--- src/rtl/uart_rx_core.sv ---
// uart_rx_core: 8N1 UART receiver.
// Synchronises the asynchronous rxd line, finds the start bit, samples each bit
// at its centre and hands completed bytes to the consumer through a registered
// valid/ready port. Framing errors and dropped bytes are reported as sticky flags.

module uart_rx_core #(
  parameter int CLKS_PER_BIT = 1085,
  parameter int SYNC_STAGES  = 2
) (
  input  logic       clk,
  input  logic       rst,
  input  logic       rxd,
  output logic [7:0] rdata,
  output logic       rvalid,
  input  logic       rready,
  output logic       ferr,
  output logic       overrun,
  input  logic       clr_err
);

  // Counter wide enough for 0..CLKS_PER_BIT-1.
  localparam int CW = $clog2(CLKS_PER_BIT);

  // Last count of a full bit period, and the count that lands mid start bit.
  localparam logic [CW-1:0] CNT_LAST = CW'(CLKS_PER_BIT - 1);
  localparam logic [CW-1:0] CNT_HALF = CW'(CLKS_PER_BIT / 2 - 1);

  typedef enum logic [2:0] {
    S_IDLE,
    S_START,
    S_DATA,
    S_STOP,
    S_BREAK
  } state_t;

  // Synchroniser chain; stage 0 faces the pin, the top stage feeds the FSM.
  logic [SYNC_STAGES-1:0] sync_reg;
  logic                   rxd_s;

  // Receiver state.
  state_t          state;
  logic [CW-1:0]   cnt;
  logic [2:0]      idx;
  logic [7:0]      shift;

  // One-cycle pulses from the FSM to the output stage.
  logic            byte_done;
  logic            frame_bad;

  assign rxd_s = sync_reg[SYNC_STAGES-1];

  // Synchroniser flops preset to idle-high so reset release never looks like a start bit.
  always_ff @(posedge clk or posedge rst) begin
    if (rst) begin
      sync_reg <= '1;
    end else begin
      sync_reg <= {sync_reg[SYNC_STAGES-2:0], rxd};
    end
  end

  // Frame FSM: start detection, mid-bit sampling of data and stop bits.
  always_ff @(posedge clk or posedge rst) begin
    if (rst) begin
      state     <= S_IDLE;
      cnt       <= '0;
      idx       <= '0;
      shift     <= '0;
      byte_done <= 1'b0;
      frame_bad <= 1'b0;
    end else begin
      byte_done <= 1'b0;
      frame_bad <= 1'b0;
      unique case (state)
        S_IDLE: begin
          cnt <= '0;
          if (!rxd_s) begin
            state <= S_START;
          end
        end

        // Re-check the line half a bit in; a short low pulse is treated as noise.
        S_START: begin
          if (cnt == CNT_HALF) begin
            cnt <= '0;
            if (rxd_s) begin
              state <= S_IDLE;
            end else begin
              state <= S_DATA;
              idx   <= '0;
            end
          end else begin
            cnt <= cnt + CW'(1);
          end
        end

        // From here every sample point is a whole bit period after the previous one,
        // which keeps sampling at the centre of each bit.
        S_DATA: begin
          if (cnt == CNT_LAST) begin
            cnt        <= '0;
            shift[idx] <= rxd_s;
            if (idx == 3'd7) begin
              state <= S_STOP;
            end else begin
              idx <= idx + 3'd1;
            end
          end else begin
            cnt <= cnt + CW'(1);
          end
        end

        // Returning to IDLE mid stop bit lets the next start edge be caught
        // even when frames arrive back to back.
        S_STOP: begin
          if (cnt == CNT_LAST) begin
            cnt <= '0;
            if (rxd_s) begin
              byte_done <= 1'b1;
              state     <= S_IDLE;
            end else begin
              frame_bad <= 1'b1;
              state     <= S_BREAK;
            end
          end else begin
            cnt <= cnt + CW'(1);
          end
        end

        // A line held low (break) must not be mistaken for a stream of zero bytes.
        S_BREAK: begin
          cnt <= '0;
          if (rxd_s) begin
            state <= S_IDLE;
          end
        end

        default: begin
          state <= S_IDLE;
          cnt   <= '0;
        end
      endcase
    end
  end

  // Output holding register and handshake; a byte arriving while the previous one
  // is still unclaimed is dropped rather than overwriting it.
  always_ff @(posedge clk or posedge rst) begin
    if (rst) begin
      rdata  <= 8'h00;
      rvalid <= 1'b0;
    end else begin
      if (byte_done && (!rvalid || rready)) begin
        rdata  <= shift;
        rvalid <= 1'b1;
      end else if (rvalid && rready) begin
        rvalid <= 1'b0;
      end
    end
  end

  // Sticky error flags; a new error in the same cycle as clr_err keeps the flag set.
  always_ff @(posedge clk or posedge rst) begin
    if (rst) begin
      ferr    <= 1'b0;
      overrun <= 1'b0;
    end else begin
      if (frame_bad) begin
        ferr <= 1'b1;
      end else if (clr_err) begin
        ferr <= 1'b0;
      end

      if (byte_done && rvalid && !rready) begin
        overrun <= 1'b1;
      end else if (clr_err) begin
        overrun <= 1'b0;
      end
    end
  end

endmodule

--- config.mk ---
export PLATFORM = sky130hd
export DESIGN_NAME = uart_rx_core
export DESIGN_NICKNAME = d
export VERILOG_FILES = /design/src/rtl/uart_rx_core.sv
export SDC_FILE = /design/constraint.sdc
export NUM_CORES = 1
export LEC_CHECK = 0
export ABC_AREA = 1
export CAP_MARGIN = 40
export CELL_PAD_IN_SITES_DETAIL_PLACEMENT = 0
export CELL_PAD_IN_SITES_GLOBAL_PLACEMENT = 2
export CORE_ASPECT_RATIO = 1.2
export CORE_UTILIZATION = 37
export CTS_CLUSTER_SIZE = 30
export DETAILED_ROUTE_END_ITERATION = 10
export PLACE_DENSITY_LB_ADDON = 0.1
export SYNTH_ARGS = -nofsm -noshare
export SYNTH_HDL_FRONTEND = slang
export SYNTH_SLANG_ARGS = --single-unit
--- constraint.sdc ---
create_clock -name clk -period 3.1 [get_ports clk]
set_input_delay 0.93 -clock clk [delete_from_list [all_inputs] [get_ports clk]]
set_output_delay 0.93 -clock clk [all_outputs]
set_load 0.01 [all_outputs]
==> results of run 1 <==
==> per-layer routing <==
metal | vias to the layer above | part of all wire, % | routed length, µm | track usage (%)
li1 | 822 | - | - | -
met1 | 730 | 45 | 1750 | 18.3
met2 | 15 | 52 | 2040 | 27.4
met3 | 2 | 1.8 | 70 | 2.90
met4 | 0 | 0.87 | 34 | 4.91
met5 | - | 0 | 0 | 0
==> synthesized netlist by cell type (all sizes together) <==
| cell type | count | share of area (%) |
|---|---|---|
| dfrtp | 38 | 46 |
| or2 | 2 | 0.61 |
| o22ai | 1 | 0.30 |
| nand3 | 21 | 5.9 |
| buf | 2 | 0.61 |
| inv | 36 | 6.8 |
| xnor2 | 1 | 0.42 |
| xor2 | 4 | 1.7 |
| nor2 | 38 | 8.0 |
| nand2 | 67 | 13 |
| o21bai | 1 | 0.36 |
| ha | 5 | 3.0 |
| nand4 | 8 | 2.4 |
| mux2 | 6 | 3.3 |
| o21ai | 11 | 2.7 |
| nor3 | 6 | 1.9 |
| dfstp | 2 | 2.5 |
==> how the worst min path moves through the flow <==
stage / cells past startpoint / slack, ns / end / start
floorplan: 0 / 0.35 / sync_reg[1] / sync_reg[0]
global placement: 0 / 0.35 / sync_reg[1] / sync_reg[0]
detailed placement: 0 / 0.35 / sync_reg[1] / sync_reg[0]
CTS: 0 / 0.36 / sync_reg[1] / sync_reg[0]
global route: 0 / 0.36 / sync_reg[1] / sync_reg[0]
finish: 0 / 0.36 / sync_reg[1] / sync_reg[0]
==> cell type report <==
| type | count | area share [%] |
|---|---|---|
| clock buffer | 6 | 3.01 |
| clock inverter | 2 | 1.45 |
| inverter | 36 | 5.82 |
| multi-input combinational | 171 | 37.8 |
| sequential | 40 | 41.7 |
| tap | 62 | 3.22 |
| timing repair buffer | 16 | 7.06 |
==> kinds of logic after synthesis <==
kind of cell,count (synthesis),synth area share [%]
and+or+nand+nor,142,32.3
adders and majority gates,5,3.03
xor gates and xnor gates,5,2.12
muxes,6,3.27
AOI/OAI and AO/OA,13,3.33
buffers and inverters,38,7.39
DFF,40,48.6
==> per-stage QoR <==
| step | cells | hold slack (ns) |
|---|---|---|
| after floorplan | 249 | 0.345 |
| after global placement | 325 | 0.348 |
| after detailed placement | 325 | 0.350 |
| after CTS | 333 | 0.362 |
| after global routing | 333 | 0.365 |
| final | 333 | 0.359 |
==> power groups by stage <==
stage               sequential [µW]  clock [µW]  combinational, µW
CTS                             526         434               21.7
finish                          526         417               20.2
global route                    526         460               23.9
global placement                536           0               21.4
floorplan                       534           0               11.3
detailed placement              536           0               21.7
==> summary.md, run 1 <==
| Metric | Value |
|---|---|
| Status | finished, final reports clean |
| Data required time at the worst endpoint | 2.17 ns |
| Initial cell density of the core | 38.7% |
| H-tree levels | 2 |
| Routed Antenna Nets | 0 |
| First-pass iteration count of the detailed router | 4 |
| PostCTS Resize Cnt | 0 |
| Maximum number of pins on one net before global-route repair | 28 |
| Final count of negative-setup-slack endpoints | 0 |
| Post-synthesis cell area | 2070 µm² |
| Worst path depth | 1 |
| Standard cell with the maximum stage delay on the critical path | clkdlybuf4s50_1 |
| Total Neg Setup Slack | 0 ns |
| Register cell area after layout | 1000 µm² |
| Antenna violations before repair | 0 |
| Drt wl/cell | 11.7 µm |
| Commonest non-fill, non-tap cells in the layout | nand2_1, dfrtp_1, nor2_1, inv_1, nand3_1 |
| Most flops, register | cnt |
| Hold WC Path Type | register to register |
| Clock tree buffer depth | 2 |
| Top Registers | cnt x11, rdata x8, shift x8 |
| Combinational group share of total power | 2.1% |
| Mapped Avg Cell Area | 8.30 µm² |
| Placed cell area | 2300 µm² |
| Min Clock Period, post-route | 2.10 ns |
| Die Outline Area | 5890 µm² |
| Count of buffers inserted at the top-level ports | 15 |
| Violation count after the first detailed-routing iteration | 49 |
| Psw | 193 µW |
| Quantity of hold-fixing buffers added after cts | 0 |
| Period utilization | 67.7% |
| Reg2reg end | idx[1] |
| Internal power | 770 µW |
| CTS clk-pin slew, worst paths | 0.07 ns |
| Root buf cell | clkbuf_8 |
| Via count of the first global-routing pass | 1582 |
| Clock sink count | 40 |
| Number of flip-flops under the largest register name | 11 |
| Sort of element at the end of the critical path | output pin |
| Area of combinational cells with multiple inputs | 910 µm² |
| Insertion delay to the later sink of the worst-skew pair | 0.29 ns |
| Final worst slack | 1.00 ns |
| Leakage power | 0.00116 µW |
| CP max stage delay | 0.53 ns |
| Total wirelength of the detailed-routed design | 3890 µm |
| Critical path type | register to output pin |
| Peak Freq | 476 MHz |
| Portion of total power attributed to sequential cells | 54.6% |
| Worst rel slew slack | 61.7% |
| Unrepaired setup endpoints after global routing | false |
| CP cell instances | clkdlybuf4s50_1 |
| Synthesis warning total | 0 |
| Diodes inserted | 0 |
| CP Launch Point | ferr |
| Setup slack at placement | 0.850 ns |
| Count of mapped cells out of synthesis | 249 |
| Arrival time at the worst endpoint | 1.17 ns |
| Most common library cell in the layout ignoring fill and taps | nand2_1 |
| Capturing element of the worst setup path | ferr |
| Slew at the pin closest to its max-slew limit | 0.574 ns |
| Final max-slew violation count | 0 |
| Pwr dens | 400 nW/µm² |
| Ports placed on the boundary | 16 |
| Net count after synthesis | 259 |
| Total CTS buffers | 5 |
| Overall track demand over capacity in global routing | 15.3% |
| GPL Wtd Cong | 0.747 |
| Clock share of power | 43.3% |
| Detail-routed via count per cell | 4.71 |
| Fin. Hold Viols | 0 |
| Synth unique cells | 29 |
| Maximum fanout along the worst path | 2 |
| Synthesized flop and latch total | 40 |
| Final instance area | 2410 µm² |
| Routed via count | 1569 |
| CP Launch Type | register |
| Sequential area share after synthesis | 48.6% |
| Area growth from synthesis to final layout | 16.6% |
| Switching share of power | 20.0% |
| NumNets Final | 280 |
| Worst-case vdd ir drop | 0.209 mV |
| Max-cap violations | 0 |
| # rows | 29 |
| Launch instance of the worst register-to-register path | cnt[0] |
| R2r worst-path depth | 8 |
| Placeable core region | 5330 µm² |
| Total overflow reported by the global router | 0 |
| Clock Skew | 0.00628 ns |
| Family of cells with the greatest summed delay on the critical path | buffers and inverters |
| Share of the core filled with cells | 45.2% |
| CTS tree | built |
| Residual DRC | 0 |
| Total design power | 964 µW |
| DP Wirelength | 3030 µm |
| Width of the chip | 70.2 µm |
| Worst reg2reg setup slack | 1.49 ns |
| # Post-CTS Setup Buffers | 0 |
| CP Buf/Inv Count | 1 |
| Chip Height | 83.9 µm |
| Wire length of the first global-routing pass | 7190 µm |
| Layout cell share with drive strength beyond 1 | 13.3% |
| Number of filler cells placed in the layout | 571 |
Note: power is estimated with default switching activity, not from simulation.
==> run 2: changes to the inputs <==
CORE_UTILIZATION = 31   (was 37)
clock period = 1.8 ns   (was 3.1 ns; I/O delays follow)
==> run 2 against run 1 <==
Final cell count is 8.1% higher; first-iteration DRC count is 24% higher; count of clock-buffer cells in the layout is 1 higher; global-route usage is 1.6 points lower; via count is 1.0% higher; design area is 1.4% higher; flip-flop and latch count stayed put.
==> summary.md, run 2 (synthesis results as in run 1) <==
| Metric | Value |
|---|---|
| Via count of the first global-routing pass | 1624 (+2.7%) |
| H-tree levels | 2 (unchanged) |
| Critical path type | register to output pin |
| Drt wl/cell | 11.3 µm (-2.9%) |
| Die Outline Area | 7000 µm² (+19%) |
| Clock Skew | 0.00543 ns (-0.000848 ns) |
| # rows | 32 (+10%) |
| Commonest non-fill, non-tap cells in the layout | nand2_1, dfrtp_1, nor2_1, inv_1, nand3_1 |
| Detail-routed via count per cell | 4.40 (-6.6%) |
| Clock share of power | 38.1% (-5.2 points) |
| Number of flip-flops under the largest register name | 11 (unchanged) |
| Root buf cell | clkbuf_8 |
| Clock tree buffer depth | 2 (unchanged) |
| CP cell instances | clkdlybuf4s50_1 |
| NumNets Final | 284 (+1.4%) |
| Min Clock Period, post-route | 1.73 ns |
| Top Registers | cnt x11, rdata x8, shift x8 |
| Maximum fanout along the worst path | 2 (unchanged) |
| Max-cap violations | 0 (unchanged) |
| Unrepaired setup endpoints after global routing | false |
| Worst-case vdd ir drop | 0.303 mV (+45%) |
| Area growth from synthesis to final layout | 18.2% |
| Sort of element at the end of the critical path | output pin |
| Reg2reg end | idx[2] |
| Worst path depth | 1 (unchanged) |
| Placeable core region | 6450 µm² (+21%) |
| Final count of negative-setup-slack endpoints | 0 (unchanged) |
| Total CTS buffers | 5 (unchanged) |
| DP Wirelength | 3140 µm (+3.5%) |
| Final max-slew violation count | 0 (unchanged) |
| Data required time at the worst endpoint | 1.26 ns (-0.91 ns) |
| CP max stage delay | 0.54 ns (about the same) |
| Residual DRC | 0 (unchanged) |
| Period utilization | 96.0% |
| # Post-CTS Setup Buffers | 0 (unchanged) |
| Worst rel slew slack | 76.3% (+15 points) |
| Placed cell area | 2360 µm² (+2.6%) |
| Psw | 333 µW (+72%) |
| Family of cells with the greatest summed delay on the critical path | buffers and inverters |
| CTS tree | built |
| Worst reg2reg setup slack | 0.23 ns (-1.26 ns) |
| Number of instances on the worst hold path | 0 (unchanged) |
| Most flops, register | cnt |
| Fin. Hold Viols | 0 (unchanged) |
| CTS clk-pin slew, worst paths | 0.08 ns (about the same) |
| Most common library cell in the layout ignoring fill and taps | nand2_1 |
| Violation count after the first detailed-routing iteration | 61 (+24%) |
| Antenna violations before repair | 0 (unchanged) |
| Quantity of hold-fixing buffers added after cts | 0 (unchanged) |
| Hold WC Path Type | register to register |
| Status | finished, final reports clean |
| Diodes inserted | 0 (unchanged) |
| Clock sink count | 40 (unchanged) |
| Combinational group share of total power | 2.5% (+0.4 points) |
| Insertion delay to the later sink of the worst-skew pair | 0.29 ns (about the same) |
| Capturing element of the worst setup path | rdata[5] |
| GPL Wtd Cong | 0.701 (-6.1%) |
| PostCTS Resize Cnt | 0 (unchanged) |
| CP Launch Point | rdata[5] |
| Internal power | 1190 µW (+54%) |
| Routed Antenna Nets | 0 (unchanged) |
| Overall track demand over capacity in global routing | 13.7% (-1.6 points) |
| Wire length of the first global-routing pass | 7430 µm (+3.4%) |
| Total overflow reported by the global router | 0 (unchanged) |
| Switching share of power | 21.9% (+1.8 points) |
| Total wirelength of the detailed-routed design | 4080 µm (+5.0%) |
| R2r worst-path depth | 8 (unchanged) |
| Pwr dens | 623 nW/µm² (+56%) |
| Share of the core filled with cells | 37.9% (-7.3 points) |
| Routed via count | 1585 (+1.0%) |
| Arrival time at the worst endpoint | 1.19 ns (+0.02 ns) |
| Leakage power | 0.00116 µW (+0.27%) |
| Count of buffers inserted at the top-level ports | 15 (unchanged) |
| First-pass iteration count of the detailed router | 4 (unchanged) |
| Portion of total power attributed to sequential cells | 59.4% (+4.8 points) |
| Final worst slack | 0.0720 ns (-0.928 ns) |
| Final instance area | 2440 µm² (+1.4%) |
| Chip Height | 91.4 µm (+9.0%) |
| Launch instance of the worst register-to-register path | cnt[1] |
| Ports placed on the boundary | 16 (unchanged) |
| Peak Freq | 579 MHz |
| Slew at the pin closest to its max-slew limit | 0.355 ns (-0.219 ns) |
| Standard cell with the maximum stage delay on the critical path | clkdlybuf4s50_1 |
| CP Buf/Inv Count | 1 (unchanged) |
| Setup slack at placement | -0.0596 ns (-0.910 ns) |
| Post-route worst hold slack | 0.356 ns (-0.00211 ns) |
| Width of the chip | 76.5 µm (+9.0%) |
| CP Launch Type | register |
| Initial cell density of the core | 32.0% (-6.7 points) |
| Maximum number of pins on one net before global-route repair | 41 (+46%) |
| Layout cell share with drive strength beyond 1 | 14.2% (+0.90 points) |
[run 2: cell count changes in the layout (fill, tap and decap cells not counted), sizes merged]
cell | previous run | this run
bufinv | 1 | 0
clkinv | 1 | 2
inv | 36 | 35
buf | 1 | 5
clkbuf | 6 | 7
[run 2: cell type report]
cell class,count,area [µm²]
Fill cell,678,4010
Sequential cell,40,1000
Multi-Input combinational cell,171,910
Clock buffer,7,76.3
Inverter,36,140
Tap cell,85,106
Clock inverter,1,5.00
Timing Repair Buffer,20,200
[run 2: worst min path at each step]
stage | start | endpoint
floorplan | sync_reg[0] | sync_reg[1]
global placement | sync_reg[0] | sync_reg[1]
detailed placement | sync_reg[0] | sync_reg[1]
CTS | sync_reg[0] | sync_reg[1]
global route | sync_reg[0] | sync_reg[1]
finish | sync_reg[0] | sync_reg[1]
[run 2: per-layer routing]
layer  vias to the layer above  wire length [µm]  global-route usage, %
li1                        834                 -                      -
met1                       724              1770                   15.0
met2                        21              2140                   25.2
met3                         6                99                   3.02
met4                         0                75                   5.77
met5                         -                 0                      0
[run 2: through the flow]
stage,instances,total power (µW),TNS (ns)
finish,360,1520,0
global route,360,1600,0
CTS,360,1560,0
detailed placement,352,963,-0.248
global placement,352,964,-0.146
floorplan,249,939,0
[run 2: power groups by stage]
| stage | sequential [µW] | clock [µW] | combinational (µW) |
|---|---|---|---|
| 2_1_floorplan | 920 | 0 | 19.5 |
| 3_3_place_gp | 922 | 0 | 41.4 |
| 3_5_place_dp | 922 | 0 | 41.0 |
| 4_1_cts | 904 | 614 | 41.0 |
| 5_1_grt | 905 | 651 | 45.1 |
| 6_report | 904 | 579 | 38.5 |
